### src/rtl/trace_feeder.sv
// Trace replay source for the cache model: buffers {last, addr} entries in a FIFO
// and issues them one per clock after a start pulse, counting issues and underruns.
module trace_feeder #(
  parameter int ADDR_W = 31,
  parameter int DEPTH  = 16,
  parameter int CNT_W  = 31
) (
  input  logic              clk_41,
  input  logic              rst_41,
  input  logic [ADDR_W-1:0] in_addr_41,
  input  logic              in_last_41,
  input  logic              in_valid_41,
  output logic              in_ready_41,
  input  logic              start_41,
  input  logic              hold_41,
  output logic [ADDR_W-1:0] adder_41,
  output logic              adder_valid_41,
  output logic [CNT_W-1:0]  issued_41,
  output logic [15:0]       underruns_41,
  output logic              busy_41,
  output logic              done_41
);

  localparam int PTR_W = $clog2(DEPTH);
  localparam int OCC_W = PTR_W + 1;

  typedef enum logic [1:0] {
    IDLE = 2'd0,
    RUN  = 2'd1,
    DONE = 2'd2
  } state_t;

  state_t            state_q, state_d;
  logic [PTR_W-1:0]  wr_ptr_q, wr_ptr_d;
  logic [PTR_W-1:0]  rd_ptr_q, rd_ptr_d;
  logic [OCC_W-1:0]  occ_q, occ_d;
  logic [ADDR_W-1:0] adder_q, adder_d;
  logic              adder_valid_q, adder_valid_d;
  logic [CNT_W-1:0]  issued_q, issued_d;
  logic [15:0]       underruns_q, underruns_d;
  logic [ADDR_W:0]   mem_q [DEPTH];

  logic              full;
  logic              push;
  logic              pop;
  logic [ADDR_W:0]   rd_entry;

  always_comb begin
    full     = (occ_q == OCC_W'(DEPTH));
    push     = in_valid_41 && !full;
    // Pop decision uses registered occupancy only, so a same-cycle push never bypasses.
    pop      = (state_q == RUN) && !hold_41 && (occ_q != '0);
    rd_entry = mem_q[rd_ptr_q];

    state_d       = state_q;
    adder_d       = adder_q;
    adder_valid_d = 1'b0;
    issued_d      = issued_q;
    underruns_d   = underruns_q;

    case (state_q)
      IDLE, DONE: begin
        if (start_41) begin
          state_d     = RUN;
          issued_d    = '0;
          underruns_d = '0;
        end
      end
      RUN: begin
        if (pop) begin
          adder_d       = rd_entry[ADDR_W-1:0];
          adder_valid_d = 1'b1;
          if (issued_q != '1) issued_d = issued_q + CNT_W'(1);
          if (rd_entry[ADDR_W]) state_d = DONE;
        end else if (!hold_41 && (underruns_q != 16'hFFFF)) begin
          underruns_d = underruns_q + 16'd1;
        end
      end
      default: state_d = IDLE;
    endcase

    wr_ptr_d = push ? wr_ptr_q + PTR_W'(1) : wr_ptr_q;
    rd_ptr_d = pop  ? rd_ptr_q + PTR_W'(1) : rd_ptr_q;
    case ({push, pop})
      2'b10:   occ_d = occ_q + OCC_W'(1);
      2'b01:   occ_d = occ_q - OCC_W'(1);
      default: occ_d = occ_q;
    endcase
  end

  always_ff @(posedge clk_41) begin
    if (!rst_41) begin
      state_q       <= IDLE;
      wr_ptr_q      <= '0;
      rd_ptr_q      <= '0;
      occ_q         <= '0;
      adder_q       <= '0;
      adder_valid_q <= 1'b0;
      issued_q      <= '0;
      underruns_q   <= '0;
    end else begin
      state_q       <= state_d;
      wr_ptr_q      <= wr_ptr_d;
      rd_ptr_q      <= rd_ptr_d;
      occ_q         <= occ_d;
      adder_q       <= adder_d;
      adder_valid_q <= adder_valid_d;
      issued_q      <= issued_d;
      underruns_q   <= underruns_d;
    end
  end

  // Storage needs no reset: pointers and occupancy define which entries are live.
  always_ff @(posedge clk_41) begin
    if (rst_41 && push) mem_q[wr_ptr_q] <= {in_last_41, in_addr_41};
  end

  assign in_ready_41    = !full;
  assign adder_41       = adder_q;
  assign adder_valid_41 = adder_valid_q;
  assign issued_41      = issued_q;
  assign underruns_41   = underruns_q;
  assign busy_41        = (state_q == RUN);
  assign done_41        = (state_q == DONE);

endmodule

### config.mk
export PLATFORM = sky130hd
export DESIGN_NAME = trace_feeder
export DESIGN_NICKNAME = d
export VERILOG_FILES = /design/src/rtl/trace_feeder.sv
export SDC_FILE = /design/constraint.sdc
export NUM_CORES = 1
export LEC_CHECK = 0
export ABC_AREA = 1
export CORE_ASPECT_RATIO = 0.8
export CORE_UTILIZATION = 47
export CTS_CLUSTER_DIAMETER = 60
export DETAILED_ROUTE_END_ITERATION = 16
export SKIP_CTS_REPAIR_TIMING = 1
export SLEW_MARGIN = 10
export SYNTH_ARGS = -nofsm -noshare
export SYNTH_HDL_FRONTEND = slang
export SYNTH_SLANG_ARGS = --single-unit
export TNS_END_PERCENT = 20
### constraint.sdc
create_clock -name clk_41 -period 6 [get_ports clk_41]
set_clock_uncertainty 0.1 [all_clocks]
set_input_delay 0.9 -clock clk_41 [delete_from_list [all_inputs] [get_ports clk_41]]
set_output_delay 0.9 -clock clk_41 [all_outputs]
set_load 0.05 [all_outputs]
==> results.ini <==
[final_layout]
areaGrowthSynthToFinish_pct=14.58
fin_area_um2=29030
fillers=4500
instances_no_fill=3166
layout.nets=2471
drive_above_1_share=0.05661
utilization=0.5495
diodes=0

[critical_path]
regToRegStartpoint=state_q[0]$_SDFFE_PN0P_
crit_path_top_delay_cell=clkdlybuf4s50_1
reg2reg_slack_ns=2.45
path_class=flip-flop to output pin
cp_num_buf_inv=2
cpPeakStageDelay_ns=0.94
crit_arrival_ns=3.13
crit_chain=nand2_2, inv_1, clkdlybuf4s50_1
required_ns=5.00
r2r_end=issued_41[23]$_SDFFE_PN0P_
worstPathMaxFanout=25
cp_top_family=buffers and inverters
endpoint_kind=output pin
critPathLaunchType=flip-flop
r2r_cells=9

[synth]
synth.avg_cell_area_um2=10.76
yosysTopAreaCell=edfxtp_1
yosysSeqAreaShare=0.6842
async_flop_share=0
synth_most_common_cell=nor2_1
ys_warn_count=0
synth-seq-cells=610
dominantRegCellSynth=edfxtp_1
synth_fa_ha_area_frac=0.004938
synth_simple_gate_area_share=0.1668
syn_inst=2354
synthMuxAreaShare=0
synth.area.top_cells=edfxtp_1 61%, nor2_1 9.0%, dfxtp_1 7.7%
yosys.area.top_type_share=0.6068
synth-xor-area-share=0.007605
synth_area_um2=25340
synth_compound_area_frac=0.09802
synth_top_family_by_area=simple AND/OR/NAND/NOR gates
synth_common_cells=609 x nor2_1, 512 x edfxtp_1, 263 x o21ai_0
ys_types=30
synth_edf_count=512
syn_nets=2401

[power_and_ir_drop]
p_leak_nw=9.500
power_mw=9.070
pwr_density_cell_nw_per_um2=312.4
peakVddDrop_mv=0.2731

[clocking]
cts_tree=yes
numCtsBuffers=59
root_buffer=clkbuf_16
path_clk_slew_ns=0.06
cts.sinks=610
clock_latency_ns=0.65
clockBufferDepth=3
htree_levels=2

[worst_hold_path]
hp-class=flip-flop to flip-flop
min_from=occ_q[4]$_SDFFE_PN0P_
min_to=occ_q[4]$_SDFFE_PN0P_
hold_depth=2

[timing]
rsz0062_at_grt=false
fin_crit_sh=0.6876
hold_slack_ns=0.3972
max_slew_margin=0.1920
setup-violations-final=0
fmax_ghz=0.2424
worst_slew_pin_slew_ns=1.209
slew_violations=0
hold_viol=0
setup_slack_ns=1.874
min_period_ns=4.126
final.setup.tns_ns=0

[floorplanning]
ios=119
start_util=0.4796
core_um2=52830
chipHeight_um=209.7
dieArea_um2=54850
die_w_um=261.6
rows=75

[drt]
wl_per_cell_um=20.62
drc_errors=0
dr_total_vias=17630
routed_wl_um=65290
drtPass1Iterations=7
drt_iter0_drc=1569
postRouteAntennaNets=0
viasPerCell=5.568

[global_route]
grt_pass1_wl_um=100200
grt_pass1_vias=16800
antenna_found_initial=0
grt_max_degree=149
grt_overflow=0
gr-usage-all-layers=0.2404

[run_status]
status=complete, no violations

[placed_design]
gp_congestion=0.8547
post-place-ws_ns=2.340
hpwl_um=36650
dp_cells=3055
post_dp_cell_area_um2=27170
port_buffers=118

[job]
drv_cap=0

-- layout make-up --
type | count | area, um2 | area share
flip-flops and latches | 610 | 17350 | 0.5975
multi-input cells | 1506 | 7147 | 0.2462
clock buffers | 77 | 1554 | 0.05353
repair buffers | 142 | 1439 | 0.04956
well taps | 693 | 867.1 | 0.02987
inverters | 105 | 400.4 | 0.01379
clock inverters | 33 | 277.8 | 0.009568
-- worst reg2reg max path, stage by stage, from the launching register on --
cell and delay (ns):
dfxtp_1 0.43, nand2_2 0.38, inv_1 0.73, a21oi_1 0.24, a21oi_4 0.30, nand2_2 0.43
inv_2 0.53, nor2_1 0.10, nor2_1 0.11, nor2_1 0.04
-- power breakdown --
part / switching, mW / internal (mW) / total (mW)
sequential: 0.0564 / 4.65 / 4.70
clock: 1.63 / 1.96 / 3.59
combinational: 0.553 / 0.220 / 0.774
total: 2.24 / 6.83 / 9.07
-- how the worst max path moves through the flow --
stage | from | to | cells after the start
2_1_floorplan | occ_q[0]$_SDFFE_PN0P_ | mem_q[11][0]$_DFFE_PP_ | 6
6_report | state_q[0]$_SDFFE_PN0P_ | busy_41 | 3
3_5_place_dp | in_valid_41 | mem_q[9][7]$_DFFE_PP_ | 5
4_1_cts | state_q[0]$_SDFFE_PN0P_ | busy_41 | 3
5_1_grt | state_q[0]$_SDFFE_PN0P_ | busy_41 | 3
3_3_place_gp | in_valid_41 | mem_q[13][13]$_DFFE_PP_ | 5
-- logic make-up (layout without fill, tap and decap cells) --
kind of cell	after synthesis	in the layout
AO/OA/AOI/OAI	429	429
XOR/XNOR	22	22
adder cells (fa/ha/maj)	10	10
buffers and inverters	238	357
flip-flops	610	610
AND/OR/NAND/NOR	1045	1045
-- sequential cells by signal (all words and copies together), names as in the netlist, named ones only --
name and cells:
wr_ptr_q 4, adder_valid_41 1, occ_q 5, issued_41 31
adder_41 31, rd_ptr_q 4, state_q 2, mem_q 512
underruns_41 16
-- layout by cell type (no fill, tap or decap), types with 35 or more instances in the layout --
| cell | instances |
|---|---|
| o211ai_1 | 124 |
| inv_1 | 98 |
| edfxtp_1 | 512 |
| o21ai_0 | 263 |
| a21oi_1 | 35 |
| clkdlybuf4s50_1 | 118 |
| nand2_1 | 245 |
| dfxtp_1 | 94 |
| nor2_1 | 593 |
| nand3_1 | 159 |
| clkbuf_16 | 59 |
-- per-layer routing --
layer,share of wire,GRT usage,up-vias
li1,-,-,8339
met1,0.45,0.3431,8642
met2,0.47,0.3796,546
met3,0.060,0.03527,101
met4,0.024,0.07558,0
met5,0,0,-
No activity file was read; power rests on OpenSTA's default activity.
